**src/rtl/uart_rx.sv**
```systemverilog
// -----------------------------------------------------------------------------
// uart_rx -- receive-only 8N1 UART for the 6502 bus.
//
// Deserialises frames arriving on rxd_line, holds one received byte for the
// CPU and reports ready / overrun / framing-error status, with an optional
// active-low interrupt. Bus accesses are qualified by phi2; the CPU-visible
// side effects act on the synchronised phi2 falling edge.
//
// Ports
//   clk              system clock (10 MHz), the only clock domain
//   reset            synchronous, active-high reset
//   phi2             6502 phase-2 clock, asynchronous, synchronised here
//   enable           chip enable from the address decoder
//   register_select  0 = STATUS, 1 = DATA
//   rwb              1 = read, 0 = write
//   data_bus_r       CPU write data
//   data_bus_w       CPU read data (0 unless a read of this device)
//   rxd_line         serial input, idle high, asynchronous
//   irq_line         active-low interrupt request (registered)
//
// STATUS layout: {irq_enable, 4'b0, framing_error, overrun, rx_full}
// -----------------------------------------------------------------------------
module uart_rx #(
    parameter int CLK_DIVISOR = 87
) (
    input  logic       clk,
    input  logic       reset,
    input  logic       phi2,
    input  logic       enable,
    input  logic       register_select,
    input  logic       rwb,
    input  logic [7:0] data_bus_r,
    output logic [7:0] data_bus_w,
    input  logic       rxd_line,
    output logic       irq_line
);

    typedef enum logic [2:0] {
        ST_IDLE       = 3'd0,
        ST_START      = 3'd1,
        ST_DATA       = 3'd2,
        ST_STOP       = 3'd3,
        ST_BREAK_WAIT = 3'd4
    } state_t;

    // Half a bit to reach the start-bit centre, then whole bits from there on.
    localparam logic [11:0] HALF_LOAD = 12'(CLK_DIVISOR / 2 - 1);
    localparam logic [11:0] FULL_LOAD = 12'(CLK_DIVISOR - 1);

    // Synchronisers and phi2 edge detection
    logic rxd_s1_q, rxd_s2_q;
    logic phi2_s1_q, phi2_s2_q, phi2_prev_q;
    logic phi2_fall_s;

    // Bus signals captured while phi2 is high
    logic en_q, rs_q, rwb_q;
    logic wr_irq_en_q, wr_clr_fe_q, wr_clr_ov_q;

    // Receiver datapath
    state_t      state_q, state_d;
    logic [11:0] bit_timer_q, bit_timer_d;
    logic [2:0]  bit_count_q, bit_count_d;
    logic [7:0]  shift_reg_q, shift_reg_d;
    logic        complete_s;
    logic        stop_bit_s;

    // CPU-visible registers
    logic [7:0] rx_data_q, rx_data_d;
    logic       rx_full_q, rx_full_d;
    logic       overrun_q, overrun_d;
    logic       framing_error_q, framing_error_d;
    logic       irq_enable_q, irq_enable_d;
    logic       irq_q;

    logic data_read_s;
    logic status_write_s;

    // Write-data bits that have no register behind them.
    logic unused_data_bits_s;
    assign unused_data_bits_s = ^{data_bus_r[6:3], data_bus_r[0]};

    assign phi2_fall_s    = phi2_prev_q & ~phi2_s2_q;
    assign data_read_s    = phi2_fall_s & en_q & rwb_q & rs_q;
    assign status_write_s = phi2_fall_s & en_q & ~rwb_q & ~rs_q;

    // Two-flop synchronisers for the asynchronous pins, plus phi2 edge history
    always_ff @(posedge clk) begin
        if (reset) begin
            rxd_s1_q    <= 1'b1;
            rxd_s2_q    <= 1'b1;
            phi2_s1_q   <= 1'b0;
            phi2_s2_q   <= 1'b0;
            phi2_prev_q <= 1'b0;
        end else begin
            rxd_s1_q    <= rxd_line;
            rxd_s2_q    <= rxd_s1_q;
            phi2_s1_q   <= phi2;
            phi2_s2_q   <= phi2_s1_q;
            phi2_prev_q <= phi2_s2_q;
        end
    end

    // Capture the access qualifiers every clk while phi2 is high; the values
    // seen last before the fall are the ones that act.
    always_ff @(posedge clk) begin
        if (reset) begin
            en_q        <= 1'b0;
            rs_q        <= 1'b0;
            rwb_q       <= 1'b1;
            wr_irq_en_q <= 1'b0;
            wr_clr_fe_q <= 1'b0;
            wr_clr_ov_q <= 1'b0;
        end else if (phi2_s2_q) begin
            en_q        <= enable;
            rs_q        <= register_select;
            rwb_q       <= rwb;
            wr_irq_en_q <= data_bus_r[7];
            wr_clr_fe_q <= data_bus_r[2];
            wr_clr_ov_q <= data_bus_r[1];
        end
    end

    // Receiver state and datapath registers
    always_ff @(posedge clk) begin
        if (reset) begin
            state_q     <= ST_IDLE;
            bit_timer_q <= 12'd0;
            bit_count_q <= 3'd0;
            shift_reg_q <= 8'd0;
        end else begin
            state_q     <= state_d;
            bit_timer_q <= bit_timer_d;
            bit_count_q <= bit_count_d;
            shift_reg_q <= shift_reg_d;
        end
    end

    // Receiver next-state: bit timing, sampling and frame completion
    always_comb begin
        state_d     = state_q;
        bit_timer_d = bit_timer_q;
        bit_count_d = bit_count_q;
        shift_reg_d = shift_reg_q;
        complete_s  = 1'b0;
        stop_bit_s  = 1'b1;
        case (state_q)
            ST_IDLE: begin
                if (!rxd_s2_q) begin
                    bit_timer_d = HALF_LOAD;
                    state_d     = ST_START;
                end else begin
                    state_d = ST_IDLE;
                end
            end
            ST_START: begin
                if (bit_timer_q != 12'd0) begin
                    bit_timer_d = bit_timer_q - 12'd1;
                end else if (rxd_s2_q) begin
                    // Line went back high before the start-bit centre: glitch.
                    state_d = ST_IDLE;
                end else begin
                    bit_timer_d = FULL_LOAD;
                    bit_count_d = 3'd0;
                    state_d     = ST_DATA;
                end
            end
            ST_DATA: begin
                if (bit_timer_q != 12'd0) begin
                    bit_timer_d = bit_timer_q - 12'd1;
                end else begin
                    // LSB arrives first, so shift in from the top.
                    shift_reg_d = {rxd_s2_q, shift_reg_q[7:1]};
                    bit_timer_d = FULL_LOAD;
                    if (bit_count_q == 3'd7) begin
                        state_d = ST_STOP;
                    end else begin
                        bit_count_d = bit_count_q + 3'd1;
                    end
                end
            end
            ST_STOP: begin
                if (bit_timer_q != 12'd0) begin
                    bit_timer_d = bit_timer_q - 12'd1;
                end else begin
                    complete_s = 1'b1;
                    stop_bit_s = rxd_s2_q;
                    if (rxd_s2_q) begin
                        state_d = ST_IDLE;
                    end else begin
                        state_d = ST_BREAK_WAIT;
                    end
                end
            end
            ST_BREAK_WAIT: begin
                if (rxd_s2_q) begin
                    state_d = ST_IDLE;
                end else begin
                    state_d = ST_BREAK_WAIT;
                end
            end
            default: begin
                state_d = ST_IDLE;
            end
        endcase
    end

    // Status/data register updates; a completing byte beats any clear that
    // lands in the same clk.
    always_comb begin
        rx_data_d       = rx_data_q;
        rx_full_d       = rx_full_q;
        overrun_d       = overrun_q;
        framing_error_d = framing_error_q;
        irq_enable_d    = irq_enable_q;

        if (data_read_s) begin
            rx_full_d = 1'b0;
            overrun_d = 1'b0;
        end else begin
            rx_full_d = rx_full_q;
        end

        if (status_write_s) begin
            irq_enable_d = wr_irq_en_q;
            if (wr_clr_fe_q) begin
                framing_error_d = 1'b0;
            end else begin
                framing_error_d = framing_error_q;
            end
            if (wr_clr_ov_q) begin
                overrun_d = 1'b0;
            end else begin
                overrun_d = overrun_d;
            end
        end else begin
            irq_enable_d = irq_enable_q;
        end

        if (complete_s) begin
            if (!rx_full_q || data_read_s) begin
                rx_data_d = shift_reg_q;
                rx_full_d = 1'b1;
            end else begin
                overrun_d = 1'b1;
            end
            if (!stop_bit_s) begin
                framing_error_d = 1'b1;
            end else begin
                framing_error_d = framing_error_d;
            end
        end else begin
            rx_data_d = rx_data_q;
        end
    end

    // CPU-visible registers and the registered interrupt output
    always_ff @(posedge clk) begin
        if (reset) begin
            rx_data_q       <= 8'd0;
            rx_full_q       <= 1'b0;
            overrun_q       <= 1'b0;
            framing_error_q <= 1'b0;
            irq_enable_q    <= 1'b0;
            irq_q           <= 1'b1;
        end else begin
            rx_data_q       <= rx_data_d;
            rx_full_q       <= rx_full_d;
            overrun_q       <= overrun_d;
            framing_error_q <= framing_error_d;
            irq_enable_q    <= irq_enable_d;
            irq_q           <= ~(irq_enable_q & (rx_full_q | overrun_q | framing_error_q));
        end
    end

    assign irq_line = irq_q;

    // Read mux: drive the bus only during a read of this device
    always_comb begin
        data_bus_w = 8'd0;
        if (enable && rwb) begin
            if (register_select) begin
                data_bus_w = rx_data_q;
            end else begin
                data_bus_w = {irq_enable_q, 4'b0000, framing_error_q, overrun_q, rx_full_q};
            end
        end else begin
            data_bus_w = 8'd0;
        end
    end

endmodule

```
**config.mk**
```make
export PLATFORM = sky130hd
export DESIGN_NAME = uart_rx
export DESIGN_NICKNAME = d
export VERILOG_FILES = /design/src/rtl/uart_rx.sv
export SDC_FILE = /design/constraint.sdc
export NUM_CORES = 1
export LEC_CHECK = 0
export CORE_ASPECT_RATIO = 1.4
export CORE_MARGIN = 2
export CORE_UTILIZATION = 50
export DETAILED_ROUTE_END_ITERATION = 16
export PLACE_DENSITY = 0.69
export SYNTH_ARGS = -nofsm -noshare
export SYNTH_HDL_FRONTEND = slang
export SYNTH_SLANG_ARGS = --single-unit
```
**constraint.sdc**
```tcl
create_clock -name clk -period 3.3 [get_ports clk]
set_clock_uncertainty 0.15 [all_clocks]
set_input_delay 0.66 -clock clk [delete_from_list [all_inputs] [get_ports clk]]
set_output_delay 0.66 -clock clk [all_outputs]
set_load 0.03 [all_outputs]
```
==> results of run 1 <==
## state kept, by name, summed over array words and instances, names as in the netlist, 3 cells and up
name,flops
shift_reg_q,8
bit_count_q,3
rx_data_q,8
bit_timer_q,12
state_q,3
## synthesized netlist by cell type, types with 4 or more instances
cell	number
sky130_fd_sc_hd__mux2i_1	11
sky130_fd_sc_hd__nor2_1	22
sky130_fd_sc_hd__nand4_1	6
sky130_fd_sc_hd__dfxtp_1	50
sky130_fd_sc_hd__clkbuf_1	15
sky130_fd_sc_hd__inv_1	6
sky130_fd_sc_hd__or4_1	4
sky130_fd_sc_hd__ha_1	4
sky130_fd_sc_hd__nand2_1	16
sky130_fd_sc_hd__nand3_1	19
sky130_fd_sc_hd__a21oi_1	34
sky130_fd_sc_hd__o21a_1	4
sky130_fd_sc_hd__and3_1	4
sky130_fd_sc_hd__nor4_1	4
sky130_fd_sc_hd__o21ai_0	20
sky130_fd_sc_hd__o41a_1	4
sky130_fd_sc_hd__or3_1	6
sky130_fd_sc_hd__nand3b_1	4
## cells by family after synthesis
| logic type | Yosys count |
|---|---|
| AO/OA/AOI/OAI | 90 |
| XOR/XNOR | 1 |
| flip-flops | 50 |
| multiplexers | 11 |
| adder cells (fa/ha/maj) | 4 |
| buffers and inverters | 27 |
| AND/OR/NAND/NOR | 112 |
## power groups by stage
stage	clock network, uW	logic [uW]	registers (uW)
CTS	361	371	661
global route	383	410	667
finish	352	378	662
global placement	0	369	675
detailed placement	0	369	675
floorplan	0	288	662
## critical path, delay by kind of cell
kind | cells | cell delay [ns]
buf+inv | 2 | 1.34
mux | 1 | 0.12
simple gates | 1 | 0.09
## metal layers
metal	vias up	share of wire (%)	wire length, microns	GRT usage [%]
met1	1041	42	2320	22.4
met4	0	1.4	74	7.91
met2	41	52	2870	37.4
li1	1123	-	-	-
met5	-	0	0	0
met3	5	3.8	210	3.60
## path summary, 6_finish.rpt
| check | endpoint | start | slack, ns | depth (start not counted) |
|---|---|---|---|---|
| min | rxd_s2_q$_SDFF_PP1_ | rxd_s1_q$_SDFF_PP1_ | 0.27 | 1 |
| min reg2reg | rxd_s2_q$_SDFF_PP1_ | rxd_s1_q$_SDFF_PP1_ | 0.27 | 1 |
| max | data_bus_w[2] | register_select | 0.27 | 4 |
| max reg2reg | rx_data_q[6]$_SDFFE_PP0P_ | bit_timer_q[0]$_SDFFE_PP0P_ | 0.81 | 6 |
## stage by stage
stage                     setup slack [ns]  util, %  std cells
after global routing                 0.123     58.4        370
after CTS                            0.256     58.4        370
after global placement               0.250     56.7        363
after floorplan                       1.03        -        295
final                                0.273     58.4        370
after detailed placement             0.258     56.7        363
## layout make-up
cell class | instances | area share (%)
inverter | 6 | 0.796
clock buffer | 5 | 2.43
tap | 64 | 2.83
clock inverter | 2 | 0.531
timing repair buffer | 25 | 8.23
sequential | 50 | 35.4
multi-input combinational | 218 | 49.8
==> summary.txt, run 1 <==
Power and ir drop
  – Clk network pwr share: 25.3%
  – Static power due to leakage: 0.000960 uW
  – Pwr dens: 492 nW/um^2
  – Max rail drop VDD: 0.000275 V
  – Switching share of power: 34.5%
  – Net switching power: 480 uW
  – Cell-internal power: 911 uW
  – Power consumption: 1390 uW
  – Sequential fraction of design power: 47.6%
  – Combinational cell fraction of total power: 27.1%

Final layout
  – Area of combinational cells with multiple inputs: 1410 sq um
  – Most common library cell in the layout ignoring fill and taps: sky130_fd_sc_hd__dfxtp_1
  – Fin nets: 325
  – Share of layout cells above drive strength 1: 9.15%
  – Synth-to-Final Area Change: 12.0%
  – Most frequent cells in the layout: 50 x sky130_fd_sc_hd__dfxtp_1, 34 x sky130_fd_sc_hd__a21oi_1, 22 x sky130_fd_sc_hd__nor2_1
  – Post-Layout Inst Area: 2830 sq um
  – Fill cell total of the finished layout: 442
  – Antenna diode instance count: 0
  – Register area: 1000 sq um

Floorplan
  – Die Span Y: 88.1 microns
  – I/O pin cnt: 24
  – Area of the core region: 4840 sq um
  – DIE WIDTH: 64.1 microns
  – Cell row count: 30
  – Starting density of the core: 52.2%
  – Area of the die: 5650 sq um

Worst setup path
  – Category of the worst setup path launch point: input port
  – Critical path class: input port to primary output
  – Ordered list of cells on the worst path: clkdlybuf4s50_1 > mux2i_1 > nor2_1 > clkdlybuf4s50_1
  – Arrival time worst endpoint: 2.22 ns
  – Required time of the critical path: 2.49 ns
  – Worst stage delay on the critical path: 0.67 ns
  – Cell with the biggest individual delay on the critical path: sky130_fd_sc_hd__clkdlybuf4s50_1
  – Nature of the critical path endpoint: primary output
  – Largest fanout on the critical path: 9
  – Most frequent cell on the critical path: sky130_fd_sc_hd__clkdlybuf4s50_1

Global routing
  – Vias in the first global route: 2021
  – Maximum number of pins on one net before global-route repair: 27
  – Overall fraction of global-route tracks in use: 20.1%
  – Antenna violations before repair: 0
  – Wire length of the first global-routing pass: 9010 microns
  – Overflow left after global routing: 0

Yosys
  – Combinational family with the most area after synthesis: simple AND/OR/NAND/NOR gates
  – Compound-gate portion of the synthesized area: 23.1%
  – Cell types with the largest area share after synthesis: sky130_fd_sc_hd__dfxtp_1 40%, sky130_fd_sc_hd__a21oi_1 6.7%, sky130_fd_sc_hd__mux2i_1 4.4%
  – Synth warn: 0
  – Async set-reset flop share out of synthesis: 0%
  – Post-Synthesis Mean Instance Area: 8.56 sq um
  – Count of distinct cell types in the synthesized netlist: 58
  – EDFF count, synth: 0
  – Sequential-to-total area share from yosys stat: 39.6%
  – Arithmetic-cell share of the synthesized area counting full adders, half adders and majority gates: 1.98%
  – Mapped Cells: 295
  – Synth Net Count: 314
  – Xor and xnor fraction of the mapped netlist area: 0.347%
  – Netlist area before placement: 2530 sq um
  – Post-synthesis register bit count: 50
  – Multiplexer share of the synthesized area: 4.36%
  – Cell taking the most area after synthesis: sky130_fd_sc_hd__dfxtp_1
  – Fraction of synthesized cell area taken by the top area cell type: 39.6%
  – Most frequently used flop master after synthesis: sky130_fd_sc_hd__dfxtp_1
  – Post-synthesis share of cell area spent on and, or, nand and nor gates: 26.0%

CTS
  – Buffer count from post-CTS setup fixing: 0
  – Post-CTS Resized: 0
  – Largest buffer count on any clock path: 2
  – Clock root buffer: sky130_fd_sc_hd__clkbuf_8
  – Cts bufs inserted: 5
  – Clk slew on worst S/H paths: 0.09 ns
  – Count of hold-fix buffers inserted at cts: 0
  – CTS Sinks: 50
  – CTS tree: done
  – Max H-tree Level: 2
  – Insertion delay of the later-clocked pin in the worst-skew pair: 0.30 ns

STA
  – Max-slew violations: 0
  – Time the final worst path needs with I/O delays and setup: 3.03 ns
  – Final-report hold violation count: 0
  – Slew at the pin closest to its max-slew limit: 0.834 ns
  – Setup tns final: 0 ns
  – Max-slew headroom at the worst pin: 44.3%
  – Worst hold slack after final layout: 0.271 ns
  – Maximum clock frequency: 330 MHz
  – Post-route clock period utilization: 91.7%
  – Number of setup violations in the final report: 0
  – Unrepaired setup endpoints after global routing: no

Route
  – Vias per Instance: 5.97
  – Iteration count of the initial detailed-routing pass: 4
  – Remaining antenna violation count: 0
  – Total wire length: 5470 microns
  – Iteration-0 DRC count of the detailed router: 96
  – DRC violations left: 0
  – Vias after detailed routing: 2210
  – Routed wire per std cell: 14.8 microns

Placed design
  – Number of buffers inserted by port buffering: 18
  – Weighted congestion reported at the end of routability-driven placement: 0.885
  – Detailed placer's ending HPWL: 3830 microns
  – Post-place instance area: 2750 sq um

Status
  – Status: complete, no violations

Job
  – Max Cap Violations: 0

Hold path
  – Class of the most critical hold timing path: flop to flop
(Power assumes the default switching activity.)
==> inputs of run 2 (changes only) <==
--- a/config.mk
+++ b/config.mk
@@ -7,9 +7,9 @@
 export LEC_CHECK = 0
 export CORE_ASPECT_RATIO = 1.4
 export CORE_MARGIN = 2
-export CORE_UTILIZATION = 50
+export CORE_UTILIZATION = 40
 export DETAILED_ROUTE_END_ITERATION = 16
-export PLACE_DENSITY = 0.69
+export PLACE_DENSITY = 0.57
 export SYNTH_ARGS = -nofsm -noshare
 export SYNTH_HDL_FRONTEND = slang
 export SYNTH_SLANG_ARGS = --single-unit
==> summary.txt, run 2 (synthesis results as in run 1) <==
Floorplan
  – Area of the core region: 6170 sq um
  – Area of the die: 6980 sq um
  – I/O pin cnt: 24
  – Die Span Y: 98.0 microns
  – Starting density of the core: 41.0%
  – DIE WIDTH: 71.2 microns
  – Cell row count: 34

Power and ir drop
  – Static power due to leakage: 0.000969 uW
  – Pwr dens: 517 nW/um^2
  – Power consumption: 1480 uW
  – Switching share of power: 33.0%
  – Max rail drop VDD: 0.000178 V
  – Net switching power: 488 uW
  – Clk network pwr share: 29.5%
  – Cell-internal power: 991 uW
  – Combinational cell fraction of total power: 25.7%
  – Sequential fraction of design power: 44.8%

Final layout
  – Fill cell total of the finished layout: 629
  – Fin nets: 324
  – Most flop-heavy register: bit_timer_q
  – Flip-flop count of the largest register after layout: 12
  – Registers with the most flip-flops: bit_timer_q x12, rx_data_q x8, shift_reg_q x8
  – Share of layout cells above drive strength 1: 9.15%
  – Most common library cell in the layout ignoring fill and taps: sky130_fd_sc_hd__dfxtp_1
  – Antenna diode instance count: 0
  – Most frequent cells in the layout: 50 x sky130_fd_sc_hd__dfxtp_1, 34 x sky130_fd_sc_hd__a21oi_1, 22 x sky130_fd_sc_hd__nor2_1
  – Synth-to-Final Area Change: 13.3%

Worst setup path
  – End of the worst register-to-register path: rx_data_q[3]$_SDFFE_PP0P_
  – Critical path class: input port to primary output
  – Register-to-register path setup slack: 0.78 ns
  – Largest fanout on the critical path: 9
  – Required time of the critical path: 2.49 ns
  – Reg2reg path depth: 6
  – Category of the worst setup path launch point: input port
  – Beginning of the worst register-to-register path: bit_timer_q[0]$_SDFFE_PP0P_
  – Arrival time worst endpoint: 2.26 ns
  – Nature of the critical path endpoint: primary output

Route
  – Total wire length: 5910 microns
  – Iteration count of the initial detailed-routing pass: 4
  – Iteration-0 DRC count of the detailed router: 81
  – DRC violations left: 0
  – Routed wire per std cell: 15.6 microns
  – Vias per Instance: 5.92
  – Remaining antenna violation count: 0
  – Vias after detailed routing: 2238

Status
  – Status: complete, no violations

Global routing
  – Antenna violations before repair: 0
  – Wire length of the first global-routing pass: 10100 microns
  – Maximum number of pins on one net before global-route repair: 48
  – Overflow left after global routing: 0
  – Vias in the first global route: 2244
  – Overall fraction of global-route tracks in use: 17.7%

CTS
  – Buffer count from post-CTS setup fixing: 0
  – CTS Sinks: 50
  – Max H-tree Level: 2
  – Count of hold-fix buffers inserted at cts: 0
  – Clk slew on worst S/H paths: 0.09 ns
  – Largest buffer count on any clock path: 2
  – Insertion delay of the later-clocked pin in the worst-skew pair: 0.30 ns
  – Clock root buffer: sky130_fd_sc_hd__clkbuf_8
  – CTS tree: done
  – Post-CTS Resized: 0
  – Cts bufs inserted: 5

STA
  – Final-report hold violation count: 0
  – Max-slew violations: 0
  – Max-slew headroom at the worst pin: 36.2%
  – Post-route clock period utilization: 93.0%
  – Number of setup violations in the final report: 0
  – Setup tns final: 0 ns
  – Slew at the pin closest to its max-slew limit: 0.956 ns
  – Maximum clock frequency: 326 MHz
  – Time the final worst path needs with I/O delays and setup: 3.07 ns
  – Unrepaired setup endpoints after global routing: no
  – Setup slack of the critical path after layout: 0.230 ns

Hold path
  – Hold worst-path end: rxd_s2_q$_SDFF_PP1_
  – Cell depth of the worst hold path: 1
  – Class of the most critical hold timing path: flop to flop
  – Min-Delay Startpoint: rxd_s1_q$_SDFF_PP1_

Job
  – Max Cap Violations: 0

Placed design
  – Weighted congestion reported at the end of routability-driven placement: 0.780
  – Detailed placer's ending HPWL: 4050 microns
  – Placement Setup Slack: 0.231 ns
  – Number of buffers inserted by port buffering: 18
-- run 2: power groups by stage --
stage	sequential [uW]	combinational, uW	clock (uW)
global route	668	424	472
global placement	675	376	0
detailed placement	676	377	0
finish	663	380	436
CTS	662	380	454
floorplan	662	288	0
-- run 2: metal layers --
layer | wire length [microns] | global-route usage, % | part of all wire (%) | vias to the layer above
li1 | - | - | - | 1124
met1 | 2580 | 19.9 | 44 | 1057
met2 | 3070 | 32.3 | 52 | 49
met3 | 159 | 2.89 | 2.7 | 8
met4 | 103 | 7.26 | 1.7 | 0
met5 | 0 | 0 | 0 | -
-- run 2: through the flow --
stage          hold slack, ns  cells  instance area (sq um)  util (%)
2_1_floorplan           0.239    295                   2530         -
3_3_place_gp            0.253    370                   2750      44.5
3_5_place_dp            0.251    370                   2750      44.5
4_1_cts                 0.279    378                   2860      46.4
5_1_grt                 0.300    378                   2860      46.4
6_report                0.274    378                   2860      46.4
-- run 2: cell type report --
cell class                 count  area, sq um  share of cell area (%)
timing repair buffer          24          225                    7.87
clock buffer                   5         68.8                    2.40
tap                           72         90.1                    3.15
multi-input combinational    218         1410                    49.2
inverter                       6         22.5                   0.787
clock inverter                 3         45.0                    1.57
sequential                    50         1000                    35.0
-- run 2: worst max-delay path by stage --
| stage | from | endpoint |
|---|---|---|
| global route | register_select | data_bus_w[0] |
| CTS | register_select | data_bus_w[0] |
| floorplan | register_select | data_bus_w[0] |
| finish | register_select | data_bus_w[0] |
| detailed placement | register_select | data_bus_w[0] |
| global placement | register_select | data_bus_w[0] |
-- run 2: critical path: stages --
cell	delay, ns
sky130_fd_sc_hd__clkdlybuf4s50_1	0.69
sky130_fd_sc_hd__mux2i_1	0.14
sky130_fd_sc_hd__nor2_1	0.10
sky130_fd_sc_hd__clkdlybuf4s50_1	0.67
==> inputs of run 3 (changes only) <==
--- a/config.mk
+++ b/config.mk
@@ -7,9 +7,9 @@
 export LEC_CHECK = 0
 export CORE_ASPECT_RATIO = 1.4
 export CORE_MARGIN = 2
-export CORE_UTILIZATION = 40
+export CORE_UTILIZATION = 45
 export DETAILED_ROUTE_END_ITERATION = 16
-export PLACE_DENSITY = 0.57
+export PLACE_DENSITY = 0.63
 export SYNTH_ARGS = -nofsm -noshare
 export SYNTH_HDL_FRONTEND = slang
 export SYNTH_SLANG_ARGS = --single-unit
==> summary.txt, run 3 (synthesis results as in run 1) <==
Status
  – Status: complete, no violations

Power and ir drop
  – Pwr dens: 489 nW/um^2
  – Max rail drop VDD: 0.000236 V
  – Static power due to leakage: 0.000960 uW
  – Power consumption: 1390 uW

Final layout
  – Registers with the most flip-flops: bit_timer_q x12, rx_data_q x8, shift_reg_q x8
  – Fill cell total of the finished layout: 524
  – Most frequent cells in the layout: 50 x sky130_fd_sc_hd__dfxtp_1, 34 x sky130_fd_sc_hd__a21oi_1, 22 x sky130_fd_sc_hd__nor2_1
  – Count of non-filler cells in the finished layout: 374
  – Most common library cell in the layout ignoring fill and taps: sky130_fd_sc_hd__dfxtp_1
  – Register area: 1000 sq um
  – Antenna diode instance count: 0
  – Most flop-heavy register: bit_timer_q
  – Fin nets: 325
  – Area of combinational cells with multiple inputs: 1410 sq um
  – Synth-to-Final Area Change: 12.2%
  – Post-Layout Inst Area: 2830 sq um
  – Flip-flop count of the largest register after layout: 12
  – Share of layout cells above drive strength 1: 9.15%

Hold path
  – Class of the most critical hold timing path: flop to flop

Worst setup path
  – Nature of the critical path endpoint: primary output
  – Register-to-register path setup slack: 0.85 ns
  – Largest fanout on the critical path: 9
  – Arrival time worst endpoint: 2.23 ns
  – Required time of the critical path: 2.49 ns
  – Critical path class: input port to primary output
  – Category of the worst setup path launch point: input port

Route
  – Iteration count of the initial detailed-routing pass: 4
  – DRC violations left: 0
  – Routed wire per std cell: 14.9 microns
  – Vias per Instance: 5.86
  – Total wire length: 5570 microns
  – Iteration-0 DRC count of the detailed router: 104
  – Vias after detailed routing: 2191
  – Remaining antenna violation count: 0

Global routing
  – Antenna violations before repair: 0
  – Maximum number of pins on one net before global-route repair: 27
  – Overall fraction of global-route tracks in use: 19.5%
  – Vias in the first global route: 2128
  – Overflow left after global routing: 0
  – Wire length of the first global-routing pass: 9620 microns

Placed design
  – Placement Setup Slack: 0.244 ns
  – Post-place instance area: 2750 sq um
  – Weighted congestion reported at the end of routability-driven placement: 0.853
  – Count of placed standard cells including taps: 367
  – Detailed placer's ending HPWL: 4010 microns
  – Number of buffers inserted by port buffering: 18

CTS
  – Clk slew on worst S/H paths: 0.09 ns
  – Post-CTS Resized: 0
  – Largest buffer count on any clock path: 2
  – Max H-tree Level: 2
  – Count of hold-fix buffers inserted at cts: 0
  – CTS Sinks: 50
  – Buffer count from post-CTS setup fixing: 0
  – Cts bufs inserted: 5
  – CTS tree: done
  – Insertion delay of the later-clocked pin in the worst-skew pair: 0.30 ns
  – Clock root buffer: sky130_fd_sc_hd__clkbuf_8

STA
  – Post-route clock period utilization: 92.2%
  – Final-report hold violation count: 0
  – Maximum clock frequency: 328 MHz
  – Max-slew violations: 0
  – Setup tns final: 0 ns
  – Setup slack of the critical path after layout: 0.256 ns
  – Max-slew headroom at the worst pin: 45.2%
  – Unrepaired setup endpoints after global routing: no
  – Slew at the pin closest to its max-slew limit: 0.820 ns
  – Number of setup violations in the final report: 0
  – Time the final worst path needs with I/O delays and setup: 3.04 ns

Floorplan
  – Starting density of the core: 46.1%
  – DIE WIDTH: 67.3 microns
  – I/O pin cnt: 24
  – Cell row count: 32
  – Die Span Y: 92.7 microns
  – Area of the die: 6240 sq um
  – Area of the core region: 5490 sq um

Job
  – Max Cap Violations: 0
==> run 3: changes by cell type in the layout (fill, tap and decap cells not counted), sizes merged <==
cell	change
bufinv	-1
buf	+1
==> run 3: area by class of cell <==
class	instances	area share (%)
clock buffer	5	2.43
inverter	6	0.795
clock inverter	2	0.530
sequential	50	35.3
tap	68	3.00
multi-input combinational	218	49.7
timing repair buffer	25	8.21
==> run 3: per-stage QoR <==
stage / utilization, % / hold WS, ns
finish: 51.7 / 0.281
global route: 51.7 / 0.307
CTS: 51.7 / 0.295
detailed placement: 50.1 / 0.264
global placement: 50.1 / 0.252
floorplan: - / 0.239
==> run 3: final timing paths <==
kind	cells after the start	from	to
max	4	register_select	data_bus_w[0]
min	1	rxd_s1_q$_SDFF_PP1_	rxd_s2_q$_SDFF_PP1_
max reg2reg	6	bit_timer_q[0]$_SDFFE_PP0P_	rx_data_q[6]$_SDFFE_PP0P_
min reg2reg	1	rxd_s1_q$_SDFF_PP1_	rxd_s2_q$_SDFF_PP1_
==> run 3: critical path: stages <==
cell                              delay [ns]
sky130_fd_sc_hd__clkdlybuf4s50_1        0.68
sky130_fd_sc_hd__mux2i_1                0.12
sky130_fd_sc_hd__nor2_1                 0.10
sky130_fd_sc_hd__clkdlybuf4s50_1        0.67
==> run 3: metal layers <==
metal | track usage (%) | routed length, microns | up-vias
met5 | 0 | 0 | -
met4 | 7.82 | 69 | 0
met3 | 3.28 | 139 | 6
met2 | 33.2 | 2910 | 37
met1 | 23.9 | 2460 | 1018
li1 | - | - | 1130
==> run 3: power breakdown <==
part           internal [uW]  switching, uW
combinational            143            240
clock                    145            197
sequential               627           34.1
total                    915            471
